<file path="config.mk">
export PLATFORM = sky130hd
export DESIGN_NAME = main_mem_arbiter
export DESIGN_NICKNAME = d
export VERILOG_FILES = /design/src/rtl/main_mem_arbiter.sv
export SDC_FILE = /design/constraint.sdc
export NUM_CORES = 1
export LEC_CHECK = 0
export CORE_AREA = 2 2 136 138
export DETAILED_ROUTE_END_ITERATION = 12
export DIE_AREA = 0 0 138 140
export HOLD_SLACK_MARGIN = 0.12
export MAX_ROUTING_LAYER = met4
export PLACE_DENSITY = 0.85
export REMOVE_ABC_BUFFERS = 1
export SYNTH_ARGS = -nofsm -noshare
export SYNTH_HDL_FRONTEND = slang
export SYNTH_SLANG_ARGS = --single-unit
</file>
<file path="constraint.sdc">
create_clock -name clk -period 4.9 [get_ports clk]
set_clock_uncertainty 0.2 [all_clocks]
set_input_delay 0.735 -clock clk [delete_from_list [all_inputs] [get_ports clk]]
set_output_delay 0.735 -clock clk [all_outputs]
set_load 0.01 [all_outputs]
</file>
<file path="src/rtl/main_mem_arbiter.sv">
`default_nettype none
// ============================================================================
// Module  : main_mem_arbiter
// Purpose : Round-robin arbiter sharing one MainMem port between cpu and dma,
//           with one access in flight and a mem_wait watchdog.
// Revision: 1.0
// ============================================================================
module main_mem_arbiter #(
    parameter int ADDR_WIDTH     = 32,
    parameter int DATA_WIDTH     = 32,
    parameter int SIZE_WIDTH     = 2,
    parameter int TIMEOUT_CYCLES = 255
) (
    input  logic                  clk,
    input  logic                  rst,
    input  logic                  cpu_req,
    input  logic [ADDR_WIDTH-1:0] cpu_addr,
    input  logic [DATA_WIDTH-1:0] cpu_wdata,
    input  logic                  cpu_access_type,
    input  logic [SIZE_WIDTH-1:0] cpu_access_size,
    output logic                  cpu_wait,
    output logic                  cpu_done,
    output logic [DATA_WIDTH-1:0] cpu_rdata,
    input  logic                  dma_req,
    input  logic [ADDR_WIDTH-1:0] dma_addr,
    input  logic [DATA_WIDTH-1:0] dma_wdata,
    input  logic                  dma_access_type,
    input  logic [SIZE_WIDTH-1:0] dma_access_size,
    output logic                  dma_wait,
    output logic                  dma_done,
    output logic [DATA_WIDTH-1:0] dma_rdata,
    output logic                  mem_req,
    output logic [ADDR_WIDTH-1:0] mem_addr,
    output logic [DATA_WIDTH-1:0] mem_wdata,
    output logic                  mem_access_type,
    output logic [SIZE_WIDTH-1:0] mem_access_size,
    input  logic                  mem_wait,
    input  logic [DATA_WIDTH-1:0] mem_rdata,
    output logic                  timeout_err,
    output logic                  grant_owner
);

    typedef enum logic [1:0] {
        IDLE  = 2'd0,
        ISSUE = 2'd1,
        WAIT  = 2'd2
    } state_t;

    localparam logic [15:0] C_TIMEOUT_LIM = 16'(TIMEOUT_CYCLES);
    localparam bit          C_TIMEOUT_EN  = (TIMEOUT_CYCLES != 0);

    state_t                  state_q, state_d;
    logic                    last_grant_q, last_grant_d;
    logic                    grant_owner_q, grant_owner_d;
    logic                    mem_req_q, mem_req_d;
    logic [ADDR_WIDTH-1:0]   mem_addr_q, mem_addr_d;
    logic [DATA_WIDTH-1:0]   mem_wdata_q, mem_wdata_d;
    logic                    mem_type_q, mem_type_d;
    logic [SIZE_WIDTH-1:0]   mem_size_q, mem_size_d;
    logic                    cpu_done_q, cpu_done_d;
    logic                    dma_done_q, dma_done_d;
    logic [DATA_WIDTH-1:0]   cpu_rdata_q, cpu_rdata_d;
    logic [DATA_WIDTH-1:0]   dma_rdata_q, dma_rdata_d;
    logic                    timeout_err_q, timeout_err_d;
    logic [15:0]             cnt_q, cnt_d;

    logic                    w_cpu_elig;
    logic                    w_dma_elig;
    logic                    w_pick;
    logic                    w_finish;
    logic [DATA_WIDTH-1:0]   w_ret_data;
    logic [15:0]             w_cnt_inc;

    // A requester whose done is high this cycle is still holding req from the
    // finished access, so it is not eligible until the following cycle.
    assign w_cpu_elig = cpu_req & ~cpu_done_q;
    assign w_dma_elig = dma_req & ~dma_done_q;
    assign w_cnt_inc  = (cnt_q == 16'hFFFF) ? cnt_q : cnt_q + 16'd1;

    always_comb begin
        state_d       = state_q;
        last_grant_d  = last_grant_q;
        grant_owner_d = grant_owner_q;
        mem_req_d     = 1'b0;
        mem_addr_d    = mem_addr_q;
        mem_wdata_d   = mem_wdata_q;
        mem_type_d    = mem_type_q;
        mem_size_d    = mem_size_q;
        cpu_done_d    = 1'b0;
        dma_done_d    = 1'b0;
        cpu_rdata_d   = '0;
        dma_rdata_d   = '0;
        timeout_err_d = 1'b0;
        cnt_d         = cnt_q;
        w_pick        = 1'b0;
        w_finish      = 1'b0;
        w_ret_data    = '0;

        case (state_q)
            IDLE: begin
                if (w_cpu_elig || w_dma_elig) begin
                    w_pick        = (w_cpu_elig && w_dma_elig) ? ~last_grant_q : w_dma_elig;
                    grant_owner_d = w_pick;
                    last_grant_d  = w_pick;
                    mem_addr_d    = w_pick ? dma_addr        : cpu_addr;
                    mem_wdata_d   = w_pick ? dma_wdata       : cpu_wdata;
                    mem_type_d    = w_pick ? dma_access_type : cpu_access_type;
                    mem_size_d    = w_pick ? dma_access_size : cpu_access_size;
                    mem_req_d     = 1'b1;
                    state_d       = ISSUE;
                end
            end
            ISSUE: begin
                cnt_d   = 16'd0;
                state_d = WAIT;
            end
            WAIT: begin
                if (!mem_wait) begin
                    w_finish   = 1'b1;
                    w_ret_data = mem_rdata;
                end else begin
                    cnt_d = w_cnt_inc;
                    if (C_TIMEOUT_EN && (w_cnt_inc == C_TIMEOUT_LIM)) begin
                        w_finish      = 1'b1;
                        timeout_err_d = 1'b1;
                    end
                end
                if (w_finish) begin
                    state_d = IDLE;
                    if (grant_owner_q) begin
                        dma_done_d  = 1'b1;
                        dma_rdata_d = w_ret_data;
                    end else begin
                        cpu_done_d  = 1'b1;
                        cpu_rdata_d = w_ret_data;
                    end
                end
            end
            default: state_d = IDLE;
        endcase
    end

    always_ff @(posedge clk or posedge rst) begin
        if (rst) begin
            state_q       <= IDLE;
            last_grant_q  <= 1'b1;
            grant_owner_q <= 1'b0;
            mem_req_q     <= 1'b0;
            mem_addr_q    <= '0;
            mem_wdata_q   <= '0;
            mem_type_q    <= 1'b0;
            mem_size_q    <= '0;
            cpu_done_q    <= 1'b0;
            dma_done_q    <= 1'b0;
            cpu_rdata_q   <= '0;
            dma_rdata_q   <= '0;
            timeout_err_q <= 1'b0;
            cnt_q         <= 16'd0;
        end else begin
            state_q       <= state_d;
            last_grant_q  <= last_grant_d;
            grant_owner_q <= grant_owner_d;
            mem_req_q     <= mem_req_d;
            mem_addr_q    <= mem_addr_d;
            mem_wdata_q   <= mem_wdata_d;
            mem_type_q    <= mem_type_d;
            mem_size_q    <= mem_size_d;
            cpu_done_q    <= cpu_done_d;
            dma_done_q    <= dma_done_d;
            cpu_rdata_q   <= cpu_rdata_d;
            dma_rdata_q   <= dma_rdata_d;
            timeout_err_q <= timeout_err_d;
            cnt_q         <= cnt_d;
        end
    end

    assign cpu_wait        = cpu_req & ~cpu_done_q;
    assign dma_wait        = dma_req & ~dma_done_q;
    assign cpu_done        = cpu_done_q;
    assign dma_done        = dma_done_q;
    assign cpu_rdata       = cpu_rdata_q;
    assign dma_rdata       = dma_rdata_q;
    assign mem_req         = mem_req_q;
    assign mem_addr        = mem_addr_q;
    assign mem_wdata       = mem_wdata_q;
    assign mem_access_type = mem_type_q;
    assign mem_access_size = mem_size_q;
    assign timeout_err     = timeout_err_q;
    assign grant_owner     = grant_owner_q;

endmodule
`default_nettype wire

</file>
==> metrics list <==
- The smallest clock period supported by the final layout is computed as 3140 ps.
* Global Route Usage Sum: 20.3%
- The worst hold path passes through 2 cells.
- Dpl hpwl: 13900 um
* Effective utilization at floorplan: 36.6%
- The via count of the first global-routing pass was 5766.
* Count of hold buffers inserted by post-cts repair: 0
- Status: finished, final reports clean
- Along the worst path, the maximum fanout reaches 3.
* Post-detailed-route count of antenna-violating nets: 0
- Layout Nets: 1088
* Worst setup startpoint: dma_req
- The worst setup path is of the input pin to primary output kind.
* Register bit total from synthesis: 155
- Measured against its own limit, the worst slew margin works out to 15.0%.
- Cell with the most instances after synthesis: dfrtp_1
- Fraction of post-synthesis cell area in the top cell type by area: 59.2%
* Aggregate routed wire length: 19100 um
- The floorplan step defined a core boundary enclosing 17800 um^2.
* Number of warnings printed during yosys synthesis: 0
- Total power for the finished layout comes to 0.00502 W.
* Number of top-level pins: 309
* Critical Path Start Type: input pin
- Hold timing on the final database bottoms out at a slack of 279 ps.
* CTS tree: yes
* Post-route insts no fill: 1158
* Most frequent cells after synthesis: dfrtp_1, nand2_1, nor2_1, o21ai_0, mux2i_1
- Buffers placed on the I/O ports in this run total 308.
- Final setup viols: 0
- For this design, the sink count on the clock tree is 155.
- Using the TritonRoute via totals, the vias-per-cell ratio works out to 4.90.
- Count of max-cap constraint violations: 0
- H-tree depth reported by CTS: 4
* Sequential fraction of the synthesis area: 59.6%
- Counting flops with an async set or reset pin after synthesis yields a share of 100%.
* Global route overflow: 0
* Final RePlAce weighted congestion: 0.828
* Max-slew violation total from the final report: 0
- In this run the core area contains 49 standard-cell rows.
- Post-synth EDFFs: 0
- Synthesis produced a netlist whose cell count is 621.
- Post-Synthesis Cell Area: 6510 um^2
- The number of placed instances, taps included, is 1126.
* Arr. time, crit path: 2210 ps
- Number of CTS-inserted buffers: 17
- Number of antenna violations at the first check in global routing: 0
- For this run, the detailed router's first-pass iteration total came to 4.
- Cells with a size suffix above 1 make up 5.71% of the layout.
* DR DRC count: 0
- Sorting the synthesized cells by area gives the leading types as dfrtp_1, mux2i_1, o21ai_0, nand2_1, nor2_1.
* Worst slew pin tran: 1270 ps
- VDD sags by at most 270 uV.
- Among all flip-flop cells after synthesis, the most frequent one is dfrtp_1.
- Die boundary height: 140 um
- Hold violation total from the final report: 0
* Max Buffers Root-to-Sink: 2
- The first global-routing pass estimated 30400 um of wire.
* Pin count of the biggest net entering global routing: 141
* Power per standard cell area: 481 nW/um^2
- Netlist cell types: 42
- CP required: 3960 ps
- Final routed wire length divided by cell count: 16.5 um
* Later-pin clock latency in the skew report: 420 ps
* # Post-CTS Setup Buffers: 0
* Highest clock frequency the design can meet: 0.318 GHz
* Leakage power total: 4.62 nW
* Mean cell area of the mapped netlist: 10.5 um^2
- Element type at the critical path end: primary output
- Overall die area: 19300 um^2
- Area added between synthesis and finish: 60.3%
* Setup repair after global routing missed its margin: false
- The startpoint identified for the worst register-to-register timing path is cnt_q[0]$_DFFE_PP0P_.
- Clock-pin slew was measured on the worst setup and hold paths at 70 ps.
- The startpoint identified for the worst hold timing path is mem_wdata[8]$_DFFE_PP0P_.
- At the end of the flow the core is filled with cells to 58.7%.
* Most area-hungry cell type in the Yosys netlist: dfrtp_1
* DIE WIDTH: 138 um
- After clock tree synthesis, the repair step resized 0 gates.
- The routed layout has 5669 vias.
* Worst Reg-to-Reg Cells: 7
- Count of antenna diodes in the layout: 0
- Clk root buf: clkbuf_16
- The worst hold path belongs to the class register to register.
* Starting DRT DRC Count: 291
- After layout, the worst path uses 64.1% of the clock period.
==> logic make-up after synthesis <==
family / synth area share [%]
simple gates: 17.2
flops: 59.6
compound gates: 8.88
mux: 10.9
buf+inv: 2.81
xor+xnor: 0.404
fa+ha+maj: 0.192
==> per-layer routing <==
metal  up-vias  track usage [%]  share of wire (%)
met4         0             7.20                2.5
li1       2690                -                  -
met1      2691             24.4                 41
met3        33             6.53                7.9
met2       255             32.3                 48
met5         -                -                  0
==> cells in the final DEF (no fill, tap or decap), types with 2 or more instances in the layout <==
| cell | Yosys | layout |
|---|---|---|
| clkdlybuf4s50_1 | 0 | 308 |
| dfrtp_1 | 154 | 154 |
| nand2_1 | 86 | 85 |
| nor2_1 | 76 | 76 |
| o21ai_0 | 76 | 76 |
| mux2i_1 | 70 | 70 |
| nand2b_1 | 36 | 36 |
| clkbuf_16 | 0 | 17 |
| a21oi_1 | 12 | 12 |
| nand3_1 | 11 | 11 |
| inv_1 | 7 | 6 |
| nand4_1 | 6 | 6 |
| nor2b_1 | 5 | 5 |
| nor3_1 | 5 | 5 |
| clkinv_8 | 0 | 5 |
| and3_1 | 4 | 4 |
| inv_6 | 0 | 4 |
| inv_8 | 0 | 4 |
| buf_4 | 1 | 4 |
| a31oi_1 | 3 | 3 |
| a311oi_1 | 3 | 3 |
| nand4_2 | 2 | 2 |
| or3_1 | 2 | 2 |
| xnor2_1 | 2 | 2 |
| nor4_1 | 2 | 2 |
| o22ai_1 | 2 | 2 |
| o221a_2 | 2 | 2 |
| clkinvlp_4 | 0 | 2 |
| buf_12 | 0 | 2 |
==> area by class of cell <==
| class | instances | area, um^2 |
|---|---|---|
| inverters | 7 | 31.3 |
| fillers | 1476 | 7340 |
| clock buffers | 17 | 425 |
| repair buffers | 314 | 3150 |
| well taps | 229 | 287 |
| multi-input cells | 421 | 2470 |
| flip-flops and latches | 155 | 3880 |
| clock inverters | 15 | 198 |
==> sequential cells by signal, summed over array words and instances, names as in the netlist <==
register	count
cpu_rdata	32
dma_rdata	32
mem_addr	32
mem_wdata	32
cnt_q	16
mem_access_size	2
state_q	2
cpu_done	1
dma_done	1
grant_owner	1
last_grant_q	1
mem_access_type	1
mem_req	1
timeout_err	1
==> final timing paths <==
path	endpoint	slack, ps
max in group asynchronous	last_grant_q$_DFFE_PP1P_	2860
max reg2reg	dma_done$_DFF_PP0_	2280
min reg2reg	mem_wdata[8]$_DFFE_PP0P_	280
max	dma_wait	1760
min	mem_wdata[8]$_DFFE_PP0P_	280
min in group asynchronous	mem_wdata[29]$_DFFE_PP0P_	620
==> power by group <==
| part | switching [W] | internal (W) | leakage [nW] |
|---|---|---|---|
| Combinational | 0.000908 | 0.000932 | 2.29 |
| Clock | 0.000616 | 0.000739 | 0.296 |
| Sequential | 0.000189 | 0.00163 | 2.03 |
==> worst max-delay path: stages <==
cell	delay (ps)
clkdlybuf4s50_1	460
nor2b_1	390
clkdlybuf4s50_1	630
==> metrics by stage <==
| stage | cell area, um^2 | setup WS [ps] | TNS (ps) |
|---|---|---|---|
| 6_report | 10400 | 1760 | 0 |
| 5_1_grt | 10400 | 1710 | 0 |
| 4_1_cts | 10400 | 1770 | 0 |
| 3_5_place_dp | 9820 | 1670 | 0 |
| 3_3_place_gp | 9820 | 1780 | 0 |
| 2_1_floorplan | 6360 | -844 | -91760 |
Power figures use the tool's default switching activity.
==> edit, RTL diff (same settings) <==
Change the parameter `TIMEOUT_CYCLES` from 255 to 128.
--- a/src/rtl/main_mem_arbiter.sv
+++ b/src/rtl/main_mem_arbiter.sv
@@ -9,7 +9,7 @@
     parameter int ADDR_WIDTH     = 32,
     parameter int DATA_WIDTH     = 32,
     parameter int SIZE_WIDTH     = 2,
-    parameter int TIMEOUT_CYCLES = 255
+    parameter int TIMEOUT_CYCLES = 128
 ) (
     input  logic                  clk,
     input  logic                  rst,
Function: no difference found for any inputs over 10 cycles, from zero or initial values and one cycle with rst high; that may be too few to reach the edited logic, so the function may still have changed.
==> edit against the unedited design <==
- area after synthesis is 1.4% higher
- worst setup slack worse by 9.3 ps
- first-iteration DRC count is 47% higher
- cell area is 0.41% higher
- die area stayed put
- wire length is 7.8% higher
- total power is 0.16% higher
- final cell count is 0.35% higher
- largest cell class unchanged
- sequential cell count stayed put
- via count is 2.8% higher
- critical endpoint unchanged
==> edit: results <==
metrics = {
    "outcome": {
        "status": "complete, no violations",
    },
    "layout": {
        "fillCellCount": 1514,
        "fin_util_pct": 59.0,
        "layout-drive-gt1-share_pct": 5.89,
        "multi_input_cells": 425,
        "fin_nets": 1092,
        "buffer_area_share_pct": 30.2,
        "final-clk-cell-share_pct": 5.73,
        "n_all_buffers": 316,
        "multi_input_area_share_pct": 24.1,
        "num-nonclk-inverters": 5,
        "seq_share_pct": 37.0,
    },
    "logic_synthesis": {
        "postSynthCellCount": 628,
        "yosysUniqueCellTypes": 50,
        "synth_warnings": 0,
        "avgSynthCellArea_um2": 10.5,
        "ys_seq_area_share_pct": 58.8,
        "netlist_top_cells_area": "dfrtp_1 (58%), mux2i_1 (10%), o21ai_0 (5.9%)",
        "synthTopCellsByCount": "dfrtp_1 (154), nand2_1 (85), o21ai_0 (78)",
    },
    "grt": {
        "use_met3_pct": 6.12,
        "track_usage_pct": 22.3,
        "gr-usage-met1_pct": 27.7,
        "use_met2_pct": 35.4,
        "grt_pass1_vias": 5934,
        "grt_pass1_wl_um": 33100,
        "grt_max_degree": 100,
    },
    "sta": {
        "worst_slew_pin_slew_ps": 909,
        "clock.fmax_mhz": 317,
        "hold_slack_ps": 281,
    },
    "clock_tree": {
        "post-cts-setup-buffers": 0,
        "numCtsBuffers": 17,
        "cts_max_level": 4,
        "ctsResizeCount": 0,
        "cts_buffer_depth": 2,
        "clockRootBuffer": "clkbuf_16",
    },
    "place": {
        "place_area_mm2": 0.00988,
        "place.detailed.hpwl_um": 14800,
        "io_buffers": 308,
        "gp_congestion": 0.919,
        "place_inst": 1130,
        "place_ws_ps": 1510,
    },
    "pwr": {
        "cellLeakagePower_nw": 4.67,
        "ir_drop_mv": 0.245,
    },
    "route": {
        "dr_wl_met3_um": 1390,
        "drt-met1-wl_um": 8500,
        "route.met2.wl_um": 10200,
        "drtPass1Iterations": 5,
        "wl_um": 20600,
        "viasPerCell": 5.01,
        "drtIter0Drc": 428,
        "wire_per_inst_um": 17.8,
    },
    "hold_path": {
        "min_from": "mem_addr[24]$_DFFE_PP0P_",
        "hp-class": "flip-flop to flip-flop",
        "min_delay_worst_endpoint": "mem_addr[24]$_DFFE_PP0P_",
    },
    "worst_setup_path": {
        "worstReg2RegEnd": "state_q[1]$_DFFE_PP0P_",
        "crit_arrival_ps": 2220,
        "critPathLaunch": "dma_req",
        "ff2ff_setup_slack_ps": 1980,
    },
}
[edit: cell count changes in the layout (fill, tap and decap cells not counted), sizes merged, moves of 2 or more]
cell / delta
a211o: +2
a211oi: +2
and4: +2
buf: +2
clkinv: +3
inv: -3
nand4: -2
nor2: -4
nor3: +2
o211ai: +2
o21ai: +2
o21bai: +2
xor2: +2
[edit: report_power, final]
part	leakage, nW	internal [mW]	total, mW	switching [mW]
Sequential	2.04	1.63	1.83	0.197
Clock	0.288	0.686	1.30	0.616
Combinational	2.35	0.959	1.90	0.939
[edit: logic make-up (layout without fill, tap and decap cells)]
group	Yosys count	in the layout	synth area share (%)
and+or+nand+nor	237	237	17.1
DFF	155	155	58.8
AOI/OAI and AO/OA	113	113	9.57
muxes	69	69	10.5
buffers and inverters	48	353	3.26
xor gates and xnor gates	5	5	0.663
adders and majority gates	1	1	0.189
[edit: worst max-delay path, cell delays in order]
cell	delay, ps
clkdlybuf4s50_1	450
nor2b_1	410
clkdlybuf4s50_1	630
